==> config.mk <==
export PLATFORM = sky130hd
export DESIGN_NAME = hazard_ctrl
export DESIGN_NICKNAME = d
export VERILOG_FILES = /design/src/rtl/riscv_pkg.sv /design/src/rtl/hazard_ctrl_rs_use_decode.sv /design/src/rtl/hazard_ctrl.sv
export SDC_FILE = /design/constraint.sdc
export NUM_CORES = 1
export LEC_CHECK = 0
export BUFFER_PORTS_ARGS = -buffer_cell sky130_fd_sc_hd__buf_2
export CAP_MARGIN = 25
export CORE_MARGIN = 2
export CORE_UTILIZATION = 35
export CTS_CLUSTER_DIAMETER = 120
export CTS_CLUSTER_SIZE = 10
export DETAILED_ROUTE_END_ITERATION = 8
export PLACE_DENSITY = 0.69
export SETUP_SLACK_MARGIN = 0.4
export SYNTH_ARGS = -nofsm -noshare
export SYNTH_HDL_FRONTEND = slang
export SYNTH_SLANG_ARGS = --single-unit
==> constraint.sdc <==
create_clock -name CLK -period 1.7 [get_ports CLK]
set_clock_uncertainty 0.15 [all_clocks]
set_input_delay 0.085 -clock CLK [delete_from_list [all_inputs] [get_ports CLK]]
set_output_delay 0.085 -clock CLK [all_outputs]
set_load 0.02 [all_outputs]
==> src/rtl/riscv_pkg.sv <==
// Shared RV32I decode constants and the hazard sequencer state encoding.
//   Opcode constants : the major opcodes (inst[6:0]) the sequencer needs to classify
//   NOP              : canonical ADDI x0,x0,0 that FD loads on a flush
//   hz_state_t       : hazard_ctrl FSM state encoding (also exported on ctrlState)
package riscv_pkg;

  localparam logic [6:0] R_TYPE             = 7'b0110011;
  localparam logic [6:0] I_TYPE_CALCUTATION = 7'b0010011;
  localparam logic [6:0] I_TYPE_JALR        = 7'b1100111;
  localparam logic [6:0] LOAD               = 7'b0000011;
  localparam logic [6:0] STORE              = 7'b0100011;
  localparam logic [6:0] B_TYPE             = 7'b1100011;
  localparam logic [6:0] J_TYPE             = 7'b1101111;
  localparam logic [6:0] LUI                = 7'b0110111;
  localparam logic [6:0] AUIPC              = 7'b0010111;

  localparam logic [31:0] NOP = 32'h0000_0013;

  typedef enum logic [1:0] {
    HZ_RUN   = 2'd0,
    HZ_STALL = 2'd1,
    HZ_FLUSH = 2'd2,
    HZ_WAIT  = 2'd3
  } hz_state_t;

endpackage

==> src/rtl/hazard_ctrl_rs_use_decode.sv <==
// rs_use_decode: classifies the decode-stage opcode by which source registers
// it actually reads, so a load-use match on an unused field never stalls.
//   idOpcode : in  7  FD inst[6:0]
//   use1     : out 1  instruction reads rs1
//   use2     : out 1  instruction reads rs2
// Purely combinational.
module rs_use_decode
  import riscv_pkg::*;
(
  input  logic [6:0] idOpcode,
  output logic       use1,
  output logic       use2
);

  always_comb begin
    use1 = 1'b0;
    use2 = 1'b0;
    case (idOpcode)
      R_TYPE, STORE, B_TYPE: begin
        use1 = 1'b1;
        use2 = 1'b1;
      end
      I_TYPE_CALCUTATION, I_TYPE_JALR, LOAD: begin
        use1 = 1'b1;
      end
      // JAL, LUI, AUIPC and anything unrecognised read no registers.
      default: ;
    endcase
  end

endmodule

==> src/rtl/hazard_ctrl.sv <==
// hazard_ctrl: pipeline sequencer for the PC and the fetch/decode register.
// Inserts load-use stalls, taken-branch flushes and I-fetch wait states.
//
// Parameters
//   LOAD_LAT       (1..7) stall cycles on a load-use hazard
//   BRANCH_PENALTY (1..3) total flush cycles on a taken branch/jump
// Ports
//   CLK, RSTn      clock (rising edge), async active-low reset
//   idOpcode/idRs1/idRs2       decode-stage instruction fields
//   exRd/exMemRead/exBranchTaken  EX-stage status
//   imemReady      I-memory data valid this cycle
//   pcWrite/instWrite          PC and FD register enables
//   fdFlush/deBubble           FD loads NOP / DE loads a bubble
//   ctrlState      current FSM state (debug)
//   stallCnt/flushCnt          performance counters, only with HAZARD_PERF_EN
//
// Optional feature: define HAZARD_PERF_EN to add the saturating stall/flush
// counters and their ports.
//
// state | meaning
// RUN   | normal issue; also evaluates branch / fetch-wait / load-use events
// STALL | holding PC and FD for the remaining load-use cycles
// FLUSH | discarding wrong-path fetches after a taken branch
// WAIT  | holding until I-memory returns data
module hazard_ctrl
  import riscv_pkg::*;
#(
  parameter int LOAD_LAT       = 1,
  parameter int BRANCH_PENALTY = 2
) (
  input  logic       CLK,
  input  logic       RSTn,
  input  logic [6:0] idOpcode,
  input  logic [4:0] idRs1,
  input  logic [4:0] idRs2,
  input  logic [4:0] exRd,
  input  logic       exMemRead,
  input  logic       exBranchTaken,
  input  logic       imemReady,
  output logic       pcWrite,
  output logic       instWrite,
  output logic       fdFlush,
  output logic       deBubble,
  output logic [1:0] ctrlState
`ifdef HAZARD_PERF_EN
  ,
  output logic [31:0] stallCnt,
  output logic [31:0] flushCnt
`endif
);

  if (LOAD_LAT < 1 || LOAD_LAT > 7) begin : g_bad_load_lat
    $error("hazard_ctrl: LOAD_LAT must be in 1..7");
  end
  if (BRANCH_PENALTY < 1 || BRANCH_PENALTY > 3) begin : g_bad_branch_penalty
    $error("hazard_ctrl: BRANCH_PENALTY must be in 1..3");
  end

  // The entry cycle itself is the first stall/flush cycle, so the counter
  // reloads with (cycles - 2) and the state exits on cnt==0.
  localparam logic [2:0] LL_RELOAD = (LOAD_LAT > 1) ? 3'(LOAD_LAT - 2) : 3'd0;
  localparam logic [2:0] BP_RELOAD = (BRANCH_PENALTY > 1) ? 3'(BRANCH_PENALTY - 2) : 3'd0;

  hz_state_t  state_q, state_d;
  logic [2:0] cnt_q, cnt_d;

  logic use1, use2;
  logic lu_haz;
  logic pc_write, inst_write, fd_flush, de_bubble;

  rs_use_decode u_rs_use_decode (
    .idOpcode (idOpcode),
    .use1     (use1),
    .use2     (use2)
  );

  assign lu_haz = exMemRead && (exRd != 5'd0) &&
                  ((use1 && (exRd == idRs1)) || (use2 && (exRd == idRs2)));

  always_comb begin
    state_d    = state_q;
    cnt_d      = cnt_q;
    pc_write   = 1'b1;
    inst_write = 1'b1;
    fd_flush   = 1'b0;
    de_bubble  = 1'b0;

    // A taken branch wins in every state, abandoning any stall or wait.
    if (exBranchTaken) begin
      fd_flush  = 1'b1;
      de_bubble = 1'b1;
      if (BRANCH_PENALTY > 1) begin
        state_d = HZ_FLUSH;
        cnt_d   = BP_RELOAD;
      end else begin
        state_d = HZ_RUN;
      end
    end else begin
      case (state_q)
        HZ_STALL: begin
          pc_write   = 1'b0;
          inst_write = 1'b0;
          de_bubble  = 1'b1;
          if (cnt_q == 3'd0) state_d = HZ_RUN;
          else               cnt_d   = cnt_q - 3'd1;
        end
        HZ_FLUSH: begin
          // FD holds wrong-path content, so load-use matches are meaningless here.
          fd_flush  = 1'b1;
          de_bubble = 1'b1;
          if (cnt_q == 3'd0) state_d = HZ_RUN;
          else               cnt_d   = cnt_q - 3'd1;
        end
        default: begin
          // RUN, and WAIT on the cycle imemReady returns, share the RUN rules.
          if (!imemReady) begin
            pc_write   = 1'b0;
            inst_write = 1'b0;
            de_bubble  = 1'b1;
            state_d    = HZ_WAIT;
          end else if (lu_haz) begin
            pc_write   = 1'b0;
            inst_write = 1'b0;
            de_bubble  = 1'b1;
            if (LOAD_LAT > 1) begin
              state_d = HZ_STALL;
              cnt_d   = LL_RELOAD;
            end else begin
              state_d = HZ_RUN;
            end
          end else begin
            state_d = HZ_RUN;
          end
        end
      endcase
    end
  end

  always_ff @(posedge CLK or negedge RSTn) begin
    if (!RSTn) begin
      state_q <= HZ_RUN;
      cnt_q   <= 3'd0;
    end else begin
      state_q <= state_d;
      cnt_q   <= cnt_d;
    end
  end

  // Outputs are combinational, so reset values are forced directly by RSTn.
  assign pcWrite   = RSTn & pc_write;
  assign instWrite = RSTn & inst_write;
  assign fdFlush   = ~RSTn | fd_flush;
  assign deBubble  = ~RSTn | de_bubble;
  assign ctrlState = state_q;

`ifdef HAZARD_PERF_EN
  logic [31:0] stall_cnt_q, flush_cnt_q;

  always_ff @(posedge CLK or negedge RSTn) begin
    if (!RSTn) begin
      stall_cnt_q <= 32'd0;
      flush_cnt_q <= 32'd0;
    end else begin
      if (!pcWrite && (stall_cnt_q != 32'hFFFF_FFFF)) stall_cnt_q <= stall_cnt_q + 32'd1;
      if (fdFlush && (flush_cnt_q != 32'hFFFF_FFFF))  flush_cnt_q <= flush_cnt_q + 32'd1;
    end
  end

  assign stallCnt = stall_cnt_q;
  assign flushCnt = flush_cnt_q;
`endif

endmodule

=== Yosys cells after proc, flatten, opt, wreduce, memory -nomap -nowiden ===
Cells that the tools add are included.

* Input port bits: 27
* Logic and storage cells: 50
* Register bits after elaboration: 5

* Muxes and demuxes: 19
* Add/subtract/negate cells: 1
* Reduce and logical (&&, ||, !) cells: 12
* Bitwise logic cells: 4
* Eq/ne operators: 12

{| class="wikitable"
|+ Operator list
! cell !! number
|-
| 7-bit by 6-bit == test with 1-bit output (second input constant) || 2
|-
| 7-bit == test (second input constant) || 2
|-
| 1-bit two-way mux || 11
|-
| 5-bit == test || 2
|-
| 3-bit two-way mux || 3
|-
| 2-bit two-way mux || 4
|-
| 7-bit by 2-bit == test with 1-bit output (second input constant) || 1
|-
| 7-bit by 5-bit == test with 1-bit output (second input constant) || 1
|-
| 6-bit OR reduction || 1
|-
| 5-bit nonzero test || 1
|-
| 1-bit logical AND || 4
|-
| 3-bit logical NOT || 1
|-
| 3-bit by 1-bit != test with 1-bit output (second input constant) || 1
|-
| 3-bit OR reduction || 1
|-
| 3-bit by 1-bit subtractor with 3-bit output (second input constant) || 1
|-
| 2-bit by 1-bit == test with 1-bit output (second input constant) || 1
|-
| 2-bit == test (second input constant) || 1
|-
| 2-bit != test (second input constant) || 1
|-
| 1-bit OR || 2
|-
| 1-bit one-hot mux with 2 select lines || 1
|-
| 2-bit AND reduction || 1
|-
| 2-bit nonzero test || 1
|-
| 2-bit OR reduction || 1
|-
| 1-bit AND || 1
|-
| other kinds (2) || 2
|}

=== Longest topological paths before layout ===
Gate-level depths: netlist of the first run.

* Word-level depth: 11
* Depth in mapped cells: 7

=== By module ===
A second synthesis of the first run with hierarchy kept.

* Cells, all modules: 61
* Area, all modules: 511.7 µm²

{| class="wikitable"
|+ By module, submodules not included
! module !! cells each !! area an instance (µm²) !! times used
|-
| hazard_ctrl || 55 || 454.2 || 1
|-
| rs_use_decode || 6 || 57.6 || 1
|}

=== Least setup slack after synthesis of the first run ===
No wires, ideal clock.

* Path kind: register to output
* Start point: register state_q[0], in the netlist ctrlState[0]
* End point: output port pcWrite
* Data arrival time: 1.575 ns
* Buffers on the path: 1
* Slack: -0.110 ns
* Stages on the path, launching flop included: 8
* Path through: dfrtp_1 inv_1 ha_1 inv_1 a21oi_1 o211ai_1 and3_1 buf_4

* Cells in the longest elaborated chain, start to end: 4
* Elaborated cells between the ends (all ways): 5

{| class="wikitable"
|+ Ends and longest elaborated chain
! item !! RTL line !! RTL
|-
| start: declaration || hazard_ctrl.sv:64 || <nowiki>hz_state_t state_q, state_d;</nowiki>
|-
| start signal: assignment || hazard_ctrl.sv:144 || <nowiki>state_q <= state_d;</nowiki>
|-
| 2-bit == test or 2-bit by 1-bit == test with 1-bit output (tied branches) || - ||
|-
| 1-bit one-hot mux with 2 select lines * || - ||
|-
| 1-bit two-way mux * || - ||
|-
| 1-bit AND * || - ||
|-
| end: declaration || hazard_ctrl.sv:40 || <nowiki>output logic pcWrite,</nowiki>
|}

Mark *: on every way between the ends. The rest lies on a longest branch, timed or not.

=== Worst setup path in the final report of the first run ===
* Start point: register state_q[1], in the netlist ctrlState[1]
* End point: output port instWrite

* Cells in the longest elaborated chain, start to end: 4
* Elaborated cells between the ends (all ways): 5

{| class="wikitable"
|+ Ends and longest elaborated chain
! item !! RTL line !! RTL
|-
| 2-bit == test or 2-bit by 1-bit == test with 1-bit output (tied branches) || hazard_ctrl.sv:99 || <nowiki>case (state_q)</nowiki>
|-
| 1-bit one-hot mux with 2 select lines * || hazard_ctrl.sv:99 ||
|-
| 1-bit two-way mux * || hazard_ctrl.sv:89 || <nowiki>if (exBranchTaken) begin</nowiki>
|-
| 1-bit AND * || hazard_ctrl.sv:151 || <nowiki>assign instWrite = RSTn & inst_write;</nowiki>
|-
| end: declaration || hazard_ctrl.sv:41 || <nowiki>output logic instWrite,</nowiki>
|}

Marks and branches as above.

==> results of run 1 <==
-- worst max-delay path, delay by kind of cell, from the launching register on --
family | cells | cell delay, ns
AND/OR/NAND/NOR | 1 | 0.17
AO/OA/AOI/OAI | 2 | 0.20
flip-flops | 1 | 0.42
adder cells (fa/ha/maj) | 1 | 0.28
buffers and inverters | 2 | 0.16
-- what timing repair did --
| action | 4_1_cts | 5_1_grt |
|---|---|---|
| pin swaps | 5 | 3 |
| hold endpoints to repair | 10 | 0 |
| endpoints found under the setup margin | 8 | 9 |
| setup buffers | 4 | 2 |
| cloned | 0 | 0 |
| hold buffers | 2 | 0 |
| gates resized for setup | 13 | 4 |
-- flip-flops by register name, summed over array words and instances (netlist names) --
| signal | cells |
|---|---|
| ctrlState | 2 |
| cnt_q | 3 |
-- power by group --
group	leakage, nW	total [mW]	internal [mW]	switching, mW
combinational	0.309	0.687	0.380	0.307
clock	0.0150	0.143	0.0891	0.0541
sequential	0.0627	0.182	0.158	0.0244
total	0.387	1.01	0.627	0.386
-- synth_stat cells, drive strengths merged --
cell    n  share of area, %
nand3   2               2.1
and3    1               1.3
a21o    1               1.6
nor2b   2               2.6
a21oi   4               4.1
a211o   1               1.8
dfrtp   5                26
ha      3               7.8
nor2    7               5.4
mux2i   1               2.1
xor2    3               5.4
a31oi   1               2.6
nand2b  1               1.3
nand4b  1               1.8
buf     1               1.6
xnor2   8                15
o211ai  1               1.6
nand4   2               2.6
nand2   2               1.6
o21ai   2               2.1
or4     1               1.6
inv     6               4.7
nor3    3               4.1
-- per-stage QoR --
step / cell area [um2] / power (mW)
after floorplan: 510 / 0.494
after detailed placement: 686 / 0.619
after global routing: 845 / 1.08
final: 845 / 1.01
after global placement: 686 / 0.609
after CTS: 812 / 0.915
-- worst min-delay path by stage --
stage | from | endpoint | slack [ns] | cells after the start
finish | imemReady | ctrlState[0] | 0.02 | 4
CTS | imemReady | ctrlState[0] | 0.01 | 4
global placement | RSTn | cnt_q[0] | -0.23 | 1
global route | imemReady | ctrlState[0] | 0.04 | 4
detailed placement | RSTn | cnt_q[1] | -0.23 | 1
floorplan | RSTn | cnt_q[0] | -0.36 | 0
-- kinds of logic (layout without fill, tap and decap cells) --
| logic type | count (synthesis) | after routing | share of synthesized area (%) |
|---|---|---|---|
| buffers and inverters | 7 | 51 | 6.22 |
| and+or+nand+nor | 22 | 22 | 24.4 |
| AOI/OAI and AO/OA | 10 | 10 | 13.7 |
| xor gates and xnor gates | 11 | 11 | 19.9 |
| adders and majority gates | 3 | 3 | 7.77 |
| DFF | 5 | 5 | 25.9 |
| muxes | 1 | 1 | 2.07 |
-- area by class of cell --
cell class              count  area (um2)  share of cell area [%]
clock buffers               4        26.3                    3.11
inverters                   6        25.0                    2.96
multi-input cells          47         385                    45.6
flip-flops and latches      5         128                    15.1
well taps                  15        18.8                    2.22
repair buffers             41         262                    31.0
-- routing by layer --
layer	share of wire [%]	up-vias	track usage (%)
li1	-	288	-
met1	39	264	17.6
met2	55	13	28.1
met3	2.8	4	3.26
met4	3.6	0	19.4
met5	0	-	0
==> impl_metrics.py, run 1 <==
metrics = {
    "die": {
        "start_util_pct": 37.1,
        "die_area_um2": 1690,
        "die_x_um": 41.1,
        "io_pins": 33,
        "die_h_um": 41.1,
        "rows": 13,
        "core_um2": 1300,
    },
    "route": {
        "drtAntennaViolNets": 0,
        "drc": 0,
        "dr.pass1.iters": 2,
        "vias": 569,
        "drt_wl_total_um": 1340,
        "via_per_inst": 4.82,
        "drt_iter0_markers": 2,
        "wl_per_cell_um": 11.4,
    },
    "final_layout": {
        "diodes": 0,
        "drive_gt1_share_pct": 55.3,
        "final_common_cell": "buf_2",
        "layout_common_cells": "buf_2 (28), xnor2_1 (7), nor2_1 (6), buf_4 (6), buf_6 (5)",
        "fillers": 110,
        "syn_to_final_growth_pct": 74.9,
        "final_cells": 118,
        "nets": 134,
        "fin_util_pct": 64.9,
    },
    "power_and_ir_drop": {
        "p_leak_nw": 0.387,
        "vdd_drop_max_v": 0.000579,
        "powerDensity_nw_per_um2": 1200,
    },
    "setup_path": {
        "crit_chain": "ha_4, inv_4, a21oi_4, o211ai_1, and3_4, buf_6",
        "r2r_start": "ctrlState[0]",
        "worstReg2RegEnd": "cnt_q[1]",
        "worst_path_largest_cell_delay_ns": 0.42,
        "r2r_slack_ns": 0.11,
        "end_kind": "output pin",
        "worstPathArrival_ns": 1.48,
        "startpoint_type": "flip-flop",
        "crit_fanout": 2,
        "cp.required_ns": 1.46,
        "critPathKind": "reg2out",
        "critPathCapture": "instWrite",
        "crit_start": "ctrlState[1]",
        "critPathSlowestCell": "dfrtp_2",
        "worstRegToRegCells": 7,
    },
    "synthesis": {
        "synth_area_um2": 483,
        "synth_cell_type_count": 24,
        "avgSynthCellArea_um2": 8.19,
        "syn_inst": 59,
        "ys_ff_latch": 5,
        "ys.warnings.count": 0,
        "synth-seq-area-share_pct": 25.9,
        "mappedNetlistNets": 89,
    },
    "clock_tree": {
        "cts.clk_slew.worst_paths_ns": 0.04,
        "clk_latency_ns": 0.25,
        "max-clock-path-buffers": 2,
        "cts_root_buffer": "clkbuf_4",
        "clkSinkCount": 5,
        "cts.htree.levels": 1,
        "numCtsBuffers": 3,
        "cts_tree": "yes",
    },
    "job": {
        "max-cap-violations": 0,
    },
    "sta": {
        "period_needed_ns": 1.72,
        "rsz0062_at_grt": "true",
        "fmax_ghz": 0.582,
        "tightest_slew_ns": 0.266,
        "whs_ns": 0.0170,
        "finalHoldViolations": 0,
        "setup_tns_ns": -0.0377,
        "finalSetupViolCount": 2,
        "setup_ws_ns": -0.0190,
        "fin_crit_sh_pct": 101,
        "slew_headroom_pct": 82.2,
        "slew_violations": 0,
    },
    "placed_design": {
        "place_congestion": 0.696,
        "place_inst": 106,
        "hpwl_um": 976,
        "dp_slack_ns": 0.140,
        "port_buffers": 32,
    },
    "min_path": {
        "hp-class": "in2reg",
    },
    "grt": {
        "grt_pass1_vias": 449,
        "antenna_found_initial": 0,
        "grt_usage_pct": 17.4,
        "overflow": 0,
        "grt_pass1_wl_um": 1750,
        "grt_start_max_net_pins": 6,
    },
    "outcome": {
        "violations": "setup timing",
        "status": "finished, violations left",
    },
}
Power figures use the tool's default switching activity.
==> run 2: changes to the inputs <==
Settings changed: PLACE_DENSITY 0.69 to 0.72.
Clock period 1.7 ns to 1.5 ns, I/O delays scaled along.
==> impl_metrics.py, run 2 (same netlist as run 1, synthesis figures left out) <==
metrics = {
    "die": {
        "rows": 13,
        "core_um2": 1300,
        "die_x_um": 41.1,
        "io_pins": 33,
        "die_area_um2": 1690,
        "die_h_um": 41.1,
        "start_util_pct": 37.1,
    },
    "setup_path": {
        "cp.required_ns": 1.27,
        "crit_chain": "ha_4, inv_2, a21oi_2, o211ai_1, and3_4, buf_4",
        "startpoint_type": "flip-flop",
        "critPathKind": "reg2out",
        "worstPathArrival_ns": 1.52,
        "worst_path_largest_cell_delay_ns": 0.42,
        "critPathSlowestCell": "dfrtp_2",
        "crit_fanout": 3,
        "end_kind": "output pin",
    },
    "sta": {
        "period_needed_ns": 1.75,
        "rsz0062_at_grt": "true",
        "fin_crit_sh_pct": 116,
        "tightest_slew_ns": 0.263,
        "whs_ns": 0.0497,
        "fmax_ghz": 0.573,
        "finalHoldViolations": 0,
        "slew_headroom_pct": 82.4,
        "slew_violations": 0,
        "finalSetupViolCount": 2,
        "setup_ws_ns": -0.246,
    },
    "final_layout": {
        "top_register": "cnt_q",
        "final_cells": 125,
        "layout_common_cells": "buf_2 (27), buf_4 (14), xnor2_1 (7), nor2_1 (6), buf_6 (5)",
        "final_common_cell": "buf_2",
        "largest_reg_flops": 3,
        "nets": 141,
        "diodes": 0,
        "syn_to_final_growth_pct": 84.2,
        "drive_gt1_share_pct": 58.2,
    },
    "placed_design": {
        "place_inst": 117,
        "place_congestion": 0.771,
        "hpwl_um": 1130,
        "port_buffers": 32,
    },
    "outcome": {
        "violations": "setup timing",
        "status": "finished, violations left",
    },
    "route": {
        "wl_per_cell_um": 11.7,
        "drt_iter0_markers": 3,
        "drtAntennaViolNets": 0,
        "via_per_inst": 4.62,
        "drt_wl_total_um": 1470,
        "vias": 578,
        "drc": 0,
        "dr.pass1.iters": 2,
    },
    "clock_tree": {
        "cts.htree.levels": 1,
        "cts_tree": "yes",
        "cts_root_buffer": "clkbuf_4",
        "max-clock-path-buffers": 2,
        "numCtsBuffers": 3,
        "clk_latency_ns": 0.24,
        "clkSinkCount": 5,
        "cts.clk_slew.worst_paths_ns": 0.05,
    },
    "grt": {
        "grt_start_max_net_pins": 6,
        "overflow": 0,
        "antenna_found_initial": 0,
        "grt_usage_pct": 19.6,
        "grt_pass1_wl_um": 2130,
        "grt_pass1_vias": 554,
    },
    "power_and_ir_drop": {
        "p_int_mw": 0.724,
        "p_leak_nw": 0.419,
        "vdd_drop_max_v": 0.000674,
        "p_comb_share_pct": 68.0,
        "p_sw_share_pct": 36.9,
        "powerDensity_nw_per_um2": 1290,
        "p_sw_mw": 0.424,
        "pwr-share-seq_pct": 18.1,
        "clockPowerShare_pct": 13.9,
    },
    "job": {
        "max-cap-violations": 0,
    },
    "min_path": {
        "hp-class": "in2reg",
    },
}
==> run 2: final timing paths <==
check                      slack [ns]  cells after the start            to         start
setup reg to reg                    0                      6      cnt_q[1]  ctrlState[0]
max in group asynchronous        0.87                      2  ctrlState[0]          RSTn
hold reg to reg                  0.46                      3      cnt_q[2]      cnt_q[2]
min in group asynchronous        0.10                      2  ctrlState[1]          RSTn
setup / recovery                -0.25                      6     instWrite  ctrlState[1]
hold / removal                   0.05                      4  ctrlState[0]     imemReady
==> run 2: metal layers <==
metal,global-route usage [%],up-vias,wire (um)
met3,3.26,0,25
met2,38.3,8,804
met1,21.2,266,636
met5,0,-,0
met4,4.84,0,0
li1,-,304,-
==> run 2: repair_timing <==
action | in CTS | in global routing
pin swaps | 4 | 0
resized for setup | 14 | 2
buffers inserted | 1 | 1
hold buffers | 2 | 0
hold endpoints to repair | 10 | 0
endpoints found under the setup margin | 11 | 11
==> run 2: area by class of cell <==
cell class              count  area [um2]
inverters                   6        22.5
fillers                   108         412
clock buffers               4        26.3
multi-input cells          47         378
repair buffers             48         317
flip-flops and latches      5         128
well taps                  15        18.8
==> run 2: metrics by stage <==
| stage | worst slack [ns] | instance area, um2 | setup TNS [ns] | power (mW) | utilization (%) |
|---|---|---|---|---|---|
| 2_1_floorplan | -0.0550 | 510 | -0.0921 | 0.560 | - |
| 3_3_place_gp | -0.0290 | 768 | -0.0812 | 0.811 | 59.0 |
| 3_5_place_dp | -0.0377 | 768 | -0.0948 | 0.828 | 59.0 |
| 4_1_cts | -0.247 | 875 | -0.494 | 1.12 | 67.2 |
| 5_1_grt | -0.284 | 890 | -0.738 | 1.24 | 68.4 |
| 6_report | -0.246 | 890 | -0.493 | 1.15 | 68.4 |
==> run 2: power groups by stage <==
| stage | Sequential (mW) | Combinational [mW] | Clock [mW] |
|---|---|---|---|
| 6_report | 0.208 | 0.781 | 0.159 |
| 5_1_grt | 0.211 | 0.847 | 0.178 |
| 4_1_cts | 0.208 | 0.749 | 0.162 |
| 3_5_place_dp | 0.209 | 0.619 | 0 |
| 3_3_place_gp | 0.204 | 0.607 | 0 |
| 2_1_floorplan | 0.230 | 0.330 | 0 |
==> run 2: critical path, delay by kind of cell (launching register included) <==
family                   cells  cell delay, ns
AND/OR/NAND/NOR              1            0.16
adder cells (fa/ha/maj)      1            0.28
buffers and inverters        2            0.19
AO/OA/AOI/OAI                2            0.24
flip-flops                   1            0.42
==> run 3: changes to the inputs <==
Settings changed: PLACE_DENSITY 0.72 to not set, PLACE_DENSITY_LB_ADDON set to 0.1.
==> impl_metrics.py, run 3 (same netlist as run 1, synthesis figures left out) <==
metrics = {
    "outcome": {
        "status": "finished, violations left",
        "violations": "setup timing",
    },
    "clock_tree": {
        "cts_tree": "yes",
        "cts.htree.levels": 1,
        "cts.clk_slew.worst_paths_ns": 0.05,
        "cts_root_buffer": "clkbuf_4",
        "clkSinkCount": 5,
        "max-clock-path-buffers": 2,
        "numCtsBuffers": 3,
        "clk_latency_ns": 0.25,
    },
    "power_and_ir_drop": {
        "powerDensity_nw_per_um2": 1310,
        "vdd_drop_max_v": 0.000843,
        "power_mw": 1.15,
        "p_leak_nw": 0.404,
    },
    "grt": {
        "overflow": 0,
        "grt_start_max_net_pins": 6,
        "grt_pass1_vias": 514,
        "grt_pass1_wl_um": 1950,
        "grt_usage_pct": 18.0,
        "antenna_found_initial": 0,
    },
    "die": {
        "core_um2": 1300,
        "io_pins": 33,
        "start_util_pct": 37.1,
        "die_x_um": 41.1,
        "rows": 13,
        "die_area_um2": 1690,
        "die_h_um": 41.1,
    },
    "sta": {
        "slew_headroom_pct": 82.9,
        "period_needed_ns": 1.77,
        "rsz0062_at_grt": "true",
        "whs_ns": 0.0233,
        "tightest_slew_ns": 0.256,
        "setup_ws_ns": -0.267,
        "fmax_ghz": 0.566,
        "slew_violations": 0,
        "finalSetupViolCount": 6,
        "fin_crit_sh_pct": 118,
        "finalHoldViolations": 0,
    },
    "setup_path": {
        "critPathKind": "reg2out",
        "worstPathArrival_ns": 1.54,
        "cp.required_ns": 1.27,
        "startpoint_type": "flip-flop",
        "end_kind": "output pin",
        "crit_fanout": 3,
    },
    "route": {
        "drt_iter0_markers": 6,
        "drc": 0,
        "vias": 565,
        "dr.pass1.iters": 4,
        "via_per_inst": 4.63,
        "wl_per_cell_um": 10.5,
        "drt_wl_total_um": 1280,
        "drtAntennaViolNets": 0,
    },
    "final_layout": {
        "largest_reg_flops": 3,
        "final_common_cell": "buf_2",
        "diodes": 0,
        "top_register": "cnt_q",
        "syn_to_final_growth_pct": 82.1,
        "drive_gt1_share_pct": 57.9,
        "nets": 138,
        "layout_common_cells": "buf_2 (27), buf_4 (11), nor2_1 (7), xnor2_1 (7), buf_6 (5)",
        "final_cells": 122,
    },
    "placed_design": {
        "port_buffers": 32,
        "hpwl_um": 1010,
        "dp_slack_ns": -0.0495,
        "place_congestion": 0.732,
        "place_inst": 114,
    },
    "min_path": {
        "hp-class": "in2reg",
    },
    "job": {
        "max-cap-violations": 0,
    },
}
run 3: area by class of cell:
class,count,area [um2]
inverter,6,22.5
timing repair buffer,45,294
clock buffer,4,26.3
sequential,5,128
tap,15,18.8
fill,121,422
multi-input combinational,47,390
run 3: where the power goes:
part	switching [mW]	internal, mW	leakage [nW]
clock network	0.0632	0.101	0.0150
registers	0.0250	0.179	0.0627
logic	0.345	0.440	0.327
run 3: path summary, 6_finish.rpt:
kind / to / slack (ns) / depth (start not counted) / start
hold / removal: ctrlState[0] / 0.02 / 4 / imemReady
max in group asynchronous: ctrlState[0] / 0.89 / 2 / RSTn
setup reg to reg: ctrlState[1] / -0.03 / 5 / ctrlState[1]
setup / recovery: instWrite / -0.27 / 6 / ctrlState[1]
hold reg to reg: cnt_q[2] / 0.42 / 3 / cnt_q[2]
min in group asynchronous: cnt_q[2] / 0.08 / 2 / RSTn
run 3: what timing repair did:
action / in CTS / in global routing
gates resized for setup: 15 / 3
setup buffers: 1 / 1
setup endpoints to repair: 11 / 11
hold buffers: 2 / 0
endpoints found under the hold margin: 10 / 0
pin swaps: 3 / 1
run 3: critical path: stages, from the launching register on:
cell and delay, ns:
dfrtp_2 0.42, ha_4 0.29, inv_2 0.04, a21oi_2 0.13, o211ai_1 0.10, and3_4 0.16
buf_4 0.15
run 3: per-stage QoR:
stage                     util (%)  TNS, ns  cell area, um2
final                         67.6   -0.612             880
after global routing          67.6   -0.954             880
after detailed placement      57.3  -0.0987             746
after floorplan                  -  -0.0921             510
after global placement        57.3  -0.0494             746
after CTS                     66.1   -0.588             860
run 3: metal layers:
layer  GRT usage (%)  vias up  routed length [um]
met5               0        -                   0
met4            4.84        0                  13
met3            6.52        2                  90
met2            30.9       21                 643
met1            20.8      244                 535
li1                -      298                   -
